===== src/rtl/fpu_issue_ctrl.sv =====
// Issue/writeback sequencer in front of the FP ALU: holds one operation, pulses start,
// waits for ready under a watchdog, then presents a single-cycle writeback.
module fpu_issue_ctrl #(
  parameter int MAX_WAIT = 31
) (
  input  logic        iclock,
  input  logic        ireset,
  input  logic        ivalid,
  input  logic [4:0]  icontrol,
  input  logic [31:0] idataa,
  input  logic [31:0] idatab,
  input  logic [4:0]  ird,
  input  logic        iflush,
  input  logic        iflags_clear,
  output logic [31:0] oalu_dataa,
  output logic [31:0] oalu_datab,
  output logic [4:0]  oalu_control,
  output logic        oalu_start,
  input  logic        ialu_ready,
  input  logic [31:0] ialu_result,
  input  logic        ialu_nan,
  input  logic        ialu_overflow,
  input  logic        ialu_underflow,
  output logic        ostall,
  output logic        owb_en,
  output logic [4:0]  owb_rd,
  output logic [31:0] owb_data,
  output logic [4:0]  oflags,
  output logic        otimeout
);

  typedef enum logic [1:0] {IDLE, START, WAIT, WB} state_t;

  state_t      state, state_nxt;
  logic [4:0]  count;
  logic        wb_hit;
  logic [2:0]  exc_p1;
  logic        accept, ready_hit, wd_expired;
  logic [4:0]  set_bits;

  assign accept     = (state == IDLE) && ivalid && !iflush;
  assign ready_hit  = (state == WAIT) && !iflush && ialu_ready;
  assign wd_expired = (state == WAIT) && !iflush && !ialu_ready && (count == 5'(MAX_WAIT - 1));

  always_comb begin
    state_nxt = state;
    case (state)
      IDLE:    if (accept) state_nxt = START;
      START:   state_nxt = iflush ? IDLE : WAIT;
      WAIT: begin
        if (iflush)                        state_nxt = IDLE;
        else if (ready_hit || wd_expired)  state_nxt = WB;
      end
      WB:      state_nxt = IDLE;
      default: state_nxt = IDLE;
    endcase
  end

  // Sticky exception bits are folded in during the WB cycle; a same-cycle set beats a clear.
  assign set_bits = (state == WB && wb_hit) ? {exc_p1[2], 1'b0, exc_p1[1], exc_p1[0], 1'b0} : 5'b0;

  always_ff @(posedge iclock) begin
    if (ireset) begin
      state        <= IDLE;
      count        <= 5'd0;
      wb_hit       <= 1'b0;
      exc_p1       <= 3'b0;
      oalu_dataa   <= 32'd0;
      oalu_datab   <= 32'd0;
      oalu_control <= 5'd0;
      owb_rd       <= 5'd0;
      owb_data     <= 32'd0;
      oflags       <= 5'd0;
      otimeout     <= 1'b0;
    end else begin
      state  <= state_nxt;
      oflags <= (iflags_clear ? 5'b0 : oflags) | set_bits;
      if (accept) begin
        oalu_dataa   <= idataa;
        oalu_datab   <= idatab;
        oalu_control <= icontrol;
        owb_rd       <= ird;
      end
      if (state == START) begin
        count  <= 5'd0;
        wb_hit <= 1'b0;
      end else if (state == WAIT && !iflush && !ialu_ready && !wd_expired) begin
        count <= count + 5'd1;
      end
      if (ready_hit) begin
        wb_hit   <= 1'b1;
        owb_data <= ialu_result;
        exc_p1   <= {ialu_nan, ialu_overflow, ialu_underflow};
      end
      if (wd_expired) begin
        wb_hit   <= 1'b0;
        otimeout <= 1'b1;
      end
    end
  end

  assign oalu_start = (state == START);
  assign owb_en     = (state == WB) && wb_hit;
  assign ostall     = accept || (state == START) || (state == WAIT);

endmodule


===== config.mk =====
export PLATFORM = sky130hd
export DESIGN_NAME = fpu_issue_ctrl
export DESIGN_NICKNAME = d
export VERILOG_FILES = /design/src/rtl/fpu_issue_ctrl.sv
export SDC_FILE = /design/constraint.sdc
export NUM_CORES = 1
export LEC_CHECK = 0
export ABC_AREA = 1
export CELL_PAD_IN_SITES_DETAIL_PLACEMENT = 1
export CELL_PAD_IN_SITES_GLOBAL_PLACEMENT = 2
export CORE_AREA = 10 10 130 192
export CTS_CLUSTER_SIZE = 20
export DETAILED_ROUTE_END_ITERATION = 8
export DIE_AREA = 0 0 140 202
export PLACE_DENSITY = 0.91
export SLEW_MARGIN = 20
export SYNTH_ARGS = -nofsm -noshare
export SYNTH_HDL_FRONTEND = slang
export SYNTH_SLANG_ARGS = --single-unit

===== constraint.sdc =====
create_clock -name iclock -period 1.6 [get_ports iclock]
set_input_delay 0.32 -clock iclock [delete_from_list [all_inputs] [get_ports iclock]]
set_output_delay 0.32 -clock iclock [all_outputs]
set_load 0.02 [all_outputs]

==> results of run 1 <==
## layout make-up
class	instances	area (um2)	share of cell area [%]
Inverter	16	62.6	0.827
Clock inverter	12	174	2.30
Multi-Input combinational cell	390	1710	22.6
Antenna cell	3	7.51	0.0993
Sequential cell	121	2430	32.1
Clock buffer	20	447	5.91
Timing Repair Buffer	255	2400	31.7
Tap cell	272	340	4.50
## synth_stat cells, types with 2 or more instances
cell	n
sky130_fd_sc_hd__nor2_1	226
sky130_fd_sc_hd__dfxtp_1	121
sky130_fd_sc_hd__o21ai_0	97
sky130_fd_sc_hd__nand2_1	22
sky130_fd_sc_hd__buf_6	14
sky130_fd_sc_hd__clkbuf_1	14
sky130_fd_sc_hd__inv_1	12
sky130_fd_sc_hd__o21ai_1	12
sky130_fd_sc_hd__nand3_1	10
sky130_fd_sc_hd__a21oi_1	9
sky130_fd_sc_hd__buf_2	4
sky130_fd_sc_hd__buf_4	3
sky130_fd_sc_hd__clkbuf_2	3
sky130_fd_sc_hd__inv_2	3
sky130_fd_sc_hd__ha_1	2
sky130_fd_sc_hd__nand3_2	2
sky130_fd_sc_hd__nand4_1	2
## placed cells by master (no fill, tap or decap), drive strengths merged
cell,synthesis,layout
nand2,22,22
clkinv,0,4
dlygate4sd2,0,110
inv,16,16
xor2,1,1
nor3,1,1
buf,21,30
o21ai,109,109
a21oi,9,9
a211oi,1,1
nor2,228,228
bufinv,0,4
nand3,12,12
and3,1,1
clkinvlp,0,4
dfxtp,121,121
diode,0,3
clkbuf,17,21
clkdlybuf4s50,0,114
conb,1,2
ha,2,2
nand4,2,2
## worst max-delay path, stage by stage (launching register included)
cell and delay, ps:
sky130_fd_sc_hd__dfxtp_4 360, sky130_fd_sc_hd__nor2_4 130, sky130_fd_sc_hd__nand3_2 90, sky130_fd_sc_hd__nand3_2 80, sky130_fd_sc_hd__buf_6 120
## cells by family (layout without fill, tap and decap cells)
group,Yosys count,in the layout
buf+inv,54,303
compound gates,119,119
xor+xnor,1,1
other cells,1,5
simple gates,266,266
flops,121,121
fa+ha+maj,2,2
## final timing paths
kind                                        to
worst max register to register  oalu_datab[24]
worst min register to register       oflags[4]
worst max-delay path                    ostall
worst min-delay path                 oflags[4]
## state kept, by name, summed over array words and instances (netlist names)
name / cells
oflags: 3
oalu_dataa: 32
otimeout: 1
owb_data: 32
wb_hit: 1
oalu_datab: 32
oalu_control: 5
exc_p1: 3
count: 5
owb_rd: 5
state: 2
## stage by stage
step / util (%) / setup slack [ps]
2_1_floorplan: - / 257
3_3_place_gp: 32.8 / -343
3_5_place_dp: 32.8 / -345
4_1_cts: 35.1 / 12.0
5_1_grt: 35.2 / -0.0739
6_report: 35.2 / 72.8
## power by group through the flow
stage,registers [mW],clock network (mW),logic (mW)
6_report,3.28,4.06,1.28
5_1_grt,3.30,4.37,1.41
4_1_cts,3.28,4.21,1.30
3_5_place_dp,3.35,0,1.41
3_3_place_gp,3.34,0,1.39
2_1_floorplan,3.55,0,0.418
## metal layers
metal	track usage [%]	part of all wire (%)	vias up	wire length (um)
met3	5.35	7.6	29	1360
met4	5.70	2.3	6	400
met1	11.9	37	2100	6520
met5	0	0.22	-	39
met2	22.1	53	127	9430
li1	-	-	2278	-
## repair_timing
action	CTS	global route
setup endpoints to repair	113	24
resized for setup	126	7
buffers inserted	0	0
==> impl_summary.log, run 1 <==
[metrics] result of the run: finished clean
[metrics] area fraction in and, or, nand and nor cells after synthesis: 23.8%
[metrics] minimum setup slack among reg-to-reg paths: 140 ps
[metrics] final weighted congestion of routability-driven global placement: 0.755
[metrics] DRC violation count after routing: 0
[metrics] fin nets: 918
[metrics] hold violation total from the final report: 0
[metrics] wirelength, routed: roughly 18000 um
[metrics] Detailed Route Iter0 Violations: 110
[metrics] count of cell types in the netlist: 25
[metrics] Power Density: 1140 mW/mm2
[metrics] maximum ir drop on the vdd rail: 661 uV
[metrics] antenna violations before repair: 6
[metrics] count of H-tree levels built during CTS: 4
[metrics] area fraction in compound gates after synthesis: 13.5%
[metrics] Worst Hold Depth: 2
[metrics] Final Power: 8.62 mW
[metrics] RSZ-0062 raised after global routing: yes
[metrics] worst r2r src: state[1]
[metrics] portion of the clock cycle consumed by the worst path in the final layout: 95.5%
[metrics] Sw Share: about a quarter
[metrics] HPWL after detailed placement: 13300 um
[metrics] clock-pin slew reported for the worst setup and hold paths after clock tree synthesis: around 60 ps
[metrics] count of flip-flops with a built-in enable after synthesis: 0
[metrics] mux share of post-synthesis cell area: 0%
[metrics] final non-filler cell area: roughly 0.0076 mm2
[metrics] mean cell area of the mapped netlist: 7.88 um2
[metrics] Fin Setup TNS: 0 ps
[metrics] count of warnings emitted by yosys: 0
[metrics] insertion delay to the later sink of the worst-skew pair: 420 ps
[metrics] top cells by area in the synthesized netlist: sky130_fd_sc_hd__dfxtp_1 (55%), sky130_fd_sc_hd__nor2_1 (19%), sky130_fd_sc_hd__o21ai_0 (11%)
[metrics] Area Growth Syn to Fin: 70.2%
[metrics] starting utilization of the core area: 20.7%
[metrics] clock period minus worst slack: 1530 ps
[metrics] worst endpoint data arrival time: 1210 ps
[metrics] Chip Height: 202 um
[metrics] number of optimization iterations in the first detailed-route pass: 4
[metrics] achievable clock frequency: about 0.65 GHz
[metrics] number of global-route vias before repair: 4721
[metrics] Hold Startpoint: exc_p1[2]
[metrics] post-cts hold buffer count: 0
[metrics] count of placed standard cells including taps: 1054
[metrics] fill cell total of the finished layout: 2564
[metrics] Setup crit end kind: output port
[metrics] total global routing track utilization: 12.3%
[metrics] Clk pwr share: 47.1%
[metrics] post-route ant nets: 0
[metrics] proportion of register bits with asynchronous set or reset after synthesis: 0%
[metrics] post-synthesis instance total: 564
[metrics] global-route wire length before repair: approximately 27000 um
[metrics] part of the total power dissipated in combinational logic: between 10 and 15%
[metrics] post-synthesis adder-cell area fraction: 0.563%
[metrics] number of flip-flops and latches in the synthesized netlist: 121
[metrics] Main synth FF type: sky130_fd_sc_hd__dfxtp_1
[metrics] via density per instance: 4.17
[metrics] required arrival time at the worst endpoint: 1280 ps
[metrics] biggest fanout along the worst timing path: 5
[metrics] total CTS buffers: 17
[metrics] master cell of the clock root buffer: sky130_fd_sc_hd__clkbuf_16
[metrics] xor/xnor cell area share of the yosys netlist: less than 1%
[metrics] combined area of all synthesized cells: 0.00444 mm2
[metrics] Post-Layout Cell Count: 1089
[metrics] die footprint: 0.0283 mm2
[metrics] die span in x: around 140 um
[metrics] max-cap viol count: 0
[metrics] largest net degree at the start of global routing: 55
[metrics] CTS Sinks: 121
[metrics] part of the power in registers: 38.0%
[metrics] internal power consumption: approximately 6.4 mW
[metrics] type of the worst setup path: register to output port
[metrics] number of I/O pins: 230
[metrics] Net Sw Power: around 2.2 mW
[metrics] share of the synthesized area in the top cell type: 54.5%
[metrics] Leak: 3.51 nW
[metrics] DP Area: 0.00705 mm2
[metrics] main combinational cell family by area after synthesis: simple AND/OR/NAND/NOR gates
[metrics] overflow left after global routing: 0
[metrics] number of slew-limit violations in the final report: 0
[metrics] smallest hold slack: between 400 and 500 ps
[metrics] average wire per cell in the routed design: 16.3 um
[metrics] fraction of the yosys area taken by sequential cells: 54.5%
[metrics] buffers from clock root to sink, at most: 2
[metrics] Worst Reg-to-Reg Cells: 7
[metrics] startpoint type of the worst setup path: register
[metrics] area of the core region: 0.0215 mm2
[metrics] Worst setup startpoint: state[1]
[metrics] setup violation total in the final timing report: 0
[metrics] kind of path behind the tightest hold check: register to register
[metrics] Max Clock Skew: 7.90 ps
[metrics] site row count: 66
[metrics] TritonCTS clock tree: yes
[metrics] routed vias: 4540
[metrics] fraction of final layout cells sized beyond drive strength 1: 9.21%
[metrics] number of I/O port buffers: 227
[metrics] area leader, netlist: sky130_fd_sc_hd__dfxtp_1
Power figures use the tool's default switching activity.
==> inputs of run 2 (changes only) <==
- CORE_AREA: 10 10 130 192 -> 5 5 125 187
- DIE_AREA: 0 0 140 202 -> 0 0 130 192
==> run 2 against run 1 <==
Die area down 12%. Utilization down 0.61 points. Design area down 1.7%. Combinational power about the same. Register-to-register slack better by 20 ps. Setup slack better by 2.6 ps.
==> impl_summary.log, run 2 (synthesized netlist as in run 1, its figures left out) <==
[metrics] internal power consumption: 6.08 mW (-5.4%)
[metrics] via density per instance: 4.20 (+0.83%)
[metrics] biggest fanout along the worst timing path: 5 (unchanged)
[metrics] Worst Hold Depth: 2 (unchanged)
[metrics] routed vias: 4544 (+0.088%)
[metrics] type of the worst setup path: register to output port
[metrics] Hold Startpoint: exc_p1[0]
[metrics] CTS Sinks: 121 (unchanged)
[metrics] wirelength, routed: 16400 um (-7.7%)
[metrics] Max Clock Skew: 11.5 ps (+3.65 ps)
[metrics] Detailed Route Iter0 Violations: 120 (+9.1%)
[metrics] clock period minus worst slack: 1520 ps (-2.60 ps)
[metrics] kind of path behind the tightest hold check: register to register
[metrics] Net Sw Power: 2.04 mW (-7.0%)
[metrics] worst-path cell chain: nor2_4, nand3_2, nand3_1, buf_4
[metrics] setup violation total in the final timing report: 0 (unchanged)
[metrics] TritonCTS clock tree: yes
[metrics] Worst Reg-to-Reg Cells: 7 (unchanged)
[metrics] count of H-tree levels built during CTS: 4 (unchanged)
[metrics] die footprint: 0.0250 mm2 (-12%)
[metrics] Clk pwr share: 44.1% (-3.0 points)
[metrics] R2R Path End: oalu_datab[5]
[metrics] Final Power: 8.12 mW (-5.8%)
[metrics] total global routing track utilization: 13.1% (+0.77 points)
[metrics] Power Density: 1090 mW/mm2 (-4.1%)
[metrics] hold-critical path endpoint: oflags[1]
[metrics] result of the run: finished clean
[metrics] area of combinational cells with multiple inputs: 0.00170 mm2 (-0.73%)
[metrics] global-route wire length before repair: 25100 um (-7.9%)
[metrics] buffers from clock root to sink, at most: 2 (unchanged)
[metrics] antenna violations before repair: 4 (-2)
[metrics] maximum ir drop on the vdd rail: 611 uV (-7.5%)
[metrics] fraction of final layout cells sized beyond drive strength 1: 8.04% (-1.2 points)
[metrics] worst r2r src: state[1]
[metrics] Sw Share: 25.1% (-0.32 points)
[metrics] clock-pin slew reported for the worst setup and hold paths after clock tree synthesis: 60 ps (about the same)
[metrics] overflow left after global routing: 0 (unchanged)
[metrics] number of optimization iterations in the first detailed-route pass: 4 (unchanged)
[metrics] area of the core region: 0.0215 mm2 (unchanged)
[metrics] site row count: 66 (unchanged)
[metrics] most frequent standard cell in the layout excluding fill and tap cells: sky130_fd_sc_hd__nor2_1
[metrics] largest net degree at the start of global routing: 55 (unchanged)
[metrics] required arrival time at the worst endpoint: 1280 ps (about the same)
[metrics] post-route ant nets: 0 (unchanged)
[metrics] area taken by flip-flops and latches: 0.00243 mm2 (unchanged)
[metrics] max-cap viol count: 0 (unchanged)
[metrics] number of I/O port buffers: 227 (unchanged)
[metrics] startpoint type of the worst setup path: register
[metrics] total CTS buffers: 17 (unchanged)
[metrics] fill cell total of the finished layout: 2623 (+2.3%)
[metrics] most frequent cells in the layout: sky130_fd_sc_hd__nor2_1 (226), sky130_fd_sc_hd__dfxtp_1 (119), sky130_fd_sc_hd__clkdlybuf4s50_1 (114)
[metrics] number of slew-limit violations in the final report: 0 (unchanged)
[metrics] insertion delay to the later sink of the worst-skew pair: 410 ps (about the same)
[metrics] worst setup timing slack at the placement stage: -340 ps (+4.77 ps)
[metrics] RSZ-0062 raised after global routing: no
[metrics] Leak: 3.47 nW (-1.2%)
[metrics] Setup crit end kind: output port
[metrics] post-cts hold buffer count: 0 (unchanged)
[metrics] part of the total power dissipated in combinational logic: 15.5% (+0.6 points)
[metrics] final weighted congestion of routability-driven global placement: 0.721 (-4.5%)
[metrics] Chip Height: 192 um (-5.0%)
[metrics] average wire per cell in the routed design: 15.2 um (-7.0%)
[metrics] worst endpoint data arrival time: 1200 ps (about the same)
[metrics] achievable clock frequency: 0.656 GHz (+0.17%)
[metrics] minimum setup slack among reg-to-reg paths: 160 ps (+20 ps)
[metrics] number of I/O pins: 230 (unchanged)
[metrics] HPWL after detailed placement: 12300 um (-7.6%)
[metrics] Critical Path Max Stage Delay: 360 ps (about the same)
[metrics] die span in x: 130 um (-7.1%)
[metrics] master cell of the clock root buffer: sky130_fd_sc_hd__clkbuf_16
[metrics] post-CTS setup-driven buffer insertion count: 0 (unchanged)
[metrics] biggest regs: oalu_dataa: 32 flops, oalu_datab: 32 flops, owb_data: 32 flops
[metrics] part of the power in registers: 40.4% (+2.4 points)
[metrics] final setup margin: 75.4 ps (+2.60 ps)
[metrics] Area Growth Syn to Fin: 67.2%
[metrics] library cell contributing the largest single delay on the critical path: sky130_fd_sc_hd__dfxtp_4
[metrics] hold violation total from the final report: 0 (unchanged)
[metrics] portion of the clock cycle consumed by the worst path in the final layout: 95.3% (-0.16 points)
[metrics] starting utilization of the core area: 20.7% (unchanged)
[metrics] number of global-route vias before repair: 4740 (+0.40%)
[metrics] DRC violation count after routing: 0 (unchanged)
[metrics] fin nets: 916 (-0.22%)
run 2: worst max path at each step:
stage | cells after the start | start | endpoint | slack, ps
2_1_floorplan | 4 | state[1] | ostall | 260
4_1_cts | 4 | state[1] | ostall | 20
3_3_place_gp | 4 | ivalid | ostall | -340
3_5_place_dp | 5 | iflush | ostall | -340
5_1_grt | 4 | state[1] | ostall | 5
6_report | 4 | state[1] | ostall | 80
run 2: power by group through the flow:
stage,logic [mW],clock network [mW],registers (mW)
2_1_floorplan,0.418,0,3.55
5_1_grt,1.37,3.86,3.30
3_5_place_dp,1.40,0,3.35
6_report,1.26,3.58,3.28
3_3_place_gp,1.37,0,3.34
4_1_cts,1.28,3.73,3.28
run 2: per-layer routing:
layer  GRT usage, %  vias up  part of all wire [%]
li1               -     2264                     -
met1           12.8     2115                    36
met2           24.3      133                    54
met3           4.67       26                   6.9
met4           5.88        6                   2.2
met5              0        -                  0.25
run 2: final cells by class:
type                            count  area share [%]
Timing Repair Buffer              253            31.7
Tap cell                          272            4.58
Clock inverter                      3           0.539
Inverter                           16           0.842
Sequential cell                   121            32.7
Clock buffer                       25            6.80
Multi-Input combinational cell    390            22.8
Antenna cell                        1          0.0337
run 2: worst max-delay path: cells and delay by family, from the launching register on:
kind | cells | cell delay [ps]
simple gates | 3 | 290
flops | 1 | 360
buf+inv | 1 | 150
run 2: stage by stage:
stage	cells	util (%)	setup TNS, ps	cell area, um2	hold WS [ps]
global route	1081	34.6	0	7430	485
CTS	1080	34.6	0	7420	464
floorplan	565	-	0	4450	398
detailed placement	1052	32.7	-25460	7030	452
global placement	1052	32.7	-25340	7030	443
finish	1081	34.6	0	7430	457
run 2: timing repair:
item	in CTS	in global routing
gates resized for setup	125	2
hold endpoints to repair	0	0
setup endpoints to repair	113	4
gates cloned	0	0
==> edit 1 (flow settings as in run 1) <==
The 4 states of `state_t` get a one-hot encoding in 4 bits.
--- a/src/rtl/fpu_issue_ctrl.sv
+++ b/src/rtl/fpu_issue_ctrl.sv
@@ -29,7 +29,7 @@
   output logic        otimeout
 );
 
-  typedef enum logic [1:0] {IDLE, START, WAIT, WB} state_t;
+  typedef enum logic [3:0] {IDLE = 4'b0001, START = 4'b0010, WAIT = 4'b0100, WB = 4'b1000} state_t;
 
   state_t      state, state_nxt;
   logic [4:0]  count;
Formal check against the unedited RTL: same outputs for any inputs over 10 cycles, from zero or initial values and one cycle with ireset high; not proved beyond that.
==> edit 1 against run 1 <==
The run now ends with negative setup slack left; register-to-register slack worse by 0.08 ns; design area grew 1.8%; critical path depth grew 2; first-iteration DRC count increased by 25%; worst setup slack lost 0.076 ns; routed wire length fell by 2.3%; synthesized area is 4.8% higher; sequential cell count rose by 2; global-route usage down 0.41 points; sequential power hardly changed; non-clock buffer count did not move; power down 8.3%.
==> edit 1: results <==
setup_path:
  crit_path_start: "state[2]"
  start_kind: "flop"
  worst-endpoint-arrival_ns: 1.28
  max_stage_delay_ns: 0.36
  worst_r2r_startpoint: "state[2]"
  path_max_fanout: 3
  endpoint: "ostall"
  critical-path-top-delay-family: "flip-flops"
  r2r_setup_slack_ns: 0.06
  reg2reg_to: "oalu_datab[17]"
sta:
  setup_viol: 1
  finClkSkew_ns: 0.00636
  worst_slack_ns: -0.00365
  hold_ws_ns: 0.438
  setup_tns_ns: -0.00365
synthesis:
  seq_area_frac_synth_pct: 52.9
  synthCells: 580
  synth.distinct_cells: 23
  synth_common_cells: "dfxtp_1 (123), inv_1 (90), o21ai_0 (88)"
  yosys-top-cells-area: "dfxtp_1 (53%), o21ai_0 (9.5%), a21oi_1 (8.7%), inv_1 (7.3%), nor2_1 (6.8%)"
layout:
  seqCellArea_mm2: 0.00247
  n_fill_cell: 2575
  layout-drive-gt1-share_pct: 9.31
  nets: 935
placement:
  pre_cts_ws_ns: -0.337
  gp_congestion: 0.743
  hpwl_um: 12900
  placed_cell_area_mm2: 0.00723
  dp.cells: 1067
clocking:
  root_buffer: "clkbuf_16"
  insertion_delay_ns: 0.42
status:
  failed_checks: "negative setup slack"
  status: "finished, violations left"
min_path:
  min_to: "oalu_dataa[13]"
  hold_start: "oalu_dataa[13]"
grt:
  grt_max_degree: 101
  track_usage_pct: 11.9
  antenna_found_initial: 3
  grt_pass1_vias: 4758
  grt_pass1_wl_um: 26600
detailed_routing:
  wire_per_inst_um: 15.8
  routed_wl_um: 17300
  drt_iter0_markers: 138
  vias_per_cell: 4.19
power_and_ir_drop:
  ir_drop_uv: 595
  leakage_nw: 3.54
## edit 1: cell types whose count changed after synthesis, moves of 3 or more
cell | before | now
o21ai_0 | 97 | 88
nand3_1 | 10 | 13
buf_6 | 14 | 11
a21oi_1 | 9 | 81
o21ai_1 | 12 | 21
clkbuf_2 | 3 | 0
nand2_1 | 22 | 27
nor2_1 | 226 | 85
nor2_2 | 0 | 3
clkbuf_8 | 0 | 5
inv_1 | 12 | 90
## edit 1: power by group
part	leakage (nW)	switching (W)	internal [W]
Clock	0.264	0.00133	0.00219
Sequential	1.01	0.0000715	0.00322
Combinational	2.27	0.000574	0.000531
## edit 1: area by class of cell
class	count	share of cell area, %
Antenna cell	1	0.0325
Clock buffer	26	6.74
Clock inverter	2	0.130
Inverter	92	4.52
Multi-Input combinational cell	329	20.7
Sequential cell	123	32.1
Tap cell	272	4.42
Timing Repair Buffer	255	31.3
## edit 1: what timing repair did
| item | CTS | global route |
|---|---|---|
| hold buffers | 0 | 0 |
| gates resized for setup | 140 | 11 |
| setup endpoints to repair | 114 | 9 |
| pin swaps | 1 | 3 |
| setup buffers | 0 | 4 |
## edit 1: cell families (layout without fill, tap and decap cells)
group,Yosys count,count (layout),share of synthesized area [%]
other,1,3,0.0805
buffers and inverters,129,375,13.6
DFF,123,123,52.9
AOI/OAI and AO/OA,190,190,20.4
xor gates and xnor gates,1,1,0.188
and+or+nand+nor,134,134,12.3
adders and majority gates,2,2,0.537
## edit 1: routing by layer
layer  wire length [um]  vias to the layer above  part of all wire (%)  GRT usage, %
met1               6380                     2157                    37          11.3
li1                   -                     2324                     -             -
met3               1020                       20                   5.9          4.48
met4                324                        4                   1.9          5.21
met5                 27                        -                  0.16             0
met2               9590                      109                    55          22.2
==> edit 2 (flow settings as in run 1) <==
Without the edit above. The parameter `MAX_WAIT` goes from 31 to 15.
--- a/src/rtl/fpu_issue_ctrl.sv
+++ b/src/rtl/fpu_issue_ctrl.sv
@@ -1,7 +1,7 @@
 // Issue/writeback sequencer in front of the FP ALU: holds one operation, pulses start,
 // waits for ready under a watchdog, then presents a single-cycle writeback.
 module fpu_issue_ctrl #(
-  parameter int MAX_WAIT = 31
+  parameter int MAX_WAIT = 15
 ) (
   input  logic        iclock,
   input  logic        ireset,
Check against the original RTL: no difference found for any inputs over 4 cycles, from zero or initial values and one cycle with ireset high; that may be too few to reach the edited logic, so the function may still have changed.
==> edit 2 against run 1 <==
Global-route usage shrank 0.19 points; routed wire length shrank 1.3%; maximum frequency shrank 0.32%; power is 3.6% lower; design area shrank 1.3%; die area is the same; synthesized area fell by 1.2%; sequential cell count unchanged; worst setup slack worse by 0.0048 ns; count of clock-buffer cells in the layout increased by 4.
==> edit 2: results <==
placement:
  pre_cts_ws_ns: -0.311
  gp_congestion: 0.732
  dp.cells: 1050
layout:
  diodes: 1
  layout-drive-gt1-share_pct: 8.38
  n_fill_cell: 2585
  sh_seq_area_pct: 32.6
  multi_input_area_share_pct: 22.8
  multi_input_gates: 393
  nClkBuffers: 24
  buffer_area_share_pct: 31.8
power_and_ir_drop:
  ir_drop_uv: 651
  leakage_nw: 3.44
  power.internal_w: 0.00616
sta:
  period_share_pct: 95.8
clocking:
  post_cts_buffers: 1
detailed_routing:
  wl_met3_um: 1690
  dr_wl_met2_um: 8920
  wire_per_inst_um: 16.2
status:
  status: "complete, no violations"
synthesis:
  synth_fa_ha_area_share_pct: 0.570
  synth_xor_area_share_pct: 0.199
  synth_common_cells: "nor2_1 (229), dfxtp_1 (121), o21ai_0 (100)"
  synth_compound_area_share_pct: 13.6
  yosys-top-cells-area: "dfxtp_1 (55%), nor2_1 (20%), o21ai_0 (11%), buf_6 (2.1%), nand2_1 (2.0%)"
  avgSynthCellArea_um2: 7.78
setup_path:
  reg2reg_to: "oalu_dataa[20]"
  crit_path_start: "state[0]"
grt:
  grt_max_degree: 54
  met1_usage_pct: 12.0
  track_usage_pct: 12.1
  met3_usage_pct: 6.38
  use_met2_pct: 21.0
  grt_pass1_wl_um: 27100
-- edit 2: worst min path at each step --
stage | startpoint | cells after the start | end | slack (ns)
after floorplan | exc_p1[0] | 2 | oflags[1] | 0.44
after global placement | oflags[1] | 2 | oflags[1] | 0.46
after detailed placement | oflags[2] | 2 | oflags[2] | 0.47
after CTS | ialu_result[23] | 3 | owb_data[23] | 0.47
after global routing | ialu_underflow | 3 | exc_p1[0] | 0.47
final | otimeout | 2 | otimeout | 0.46
-- edit 2: kinds of logic after synthesis --
kind of cell | Yosys count
AO/OA/AOI/OAI | 119
XOR/XNOR | 1
adder cells (fa/ha/maj) | 2
buffers and inverters | 52
flip-flops | 121
other | 1
AND/OR/NAND/NOR | 269
-- edit 2: power by group through the flow --
stage               Sequential (W)  Clock (W)  Combinational (W)
floorplan                  0.00355          0           0.000412
global placement           0.00334          0            0.00140
detailed placement         0.00335          0            0.00141
CTS                        0.00328    0.00390            0.00131
global route               0.00330    0.00405            0.00140
finish                     0.00328    0.00375            0.00128
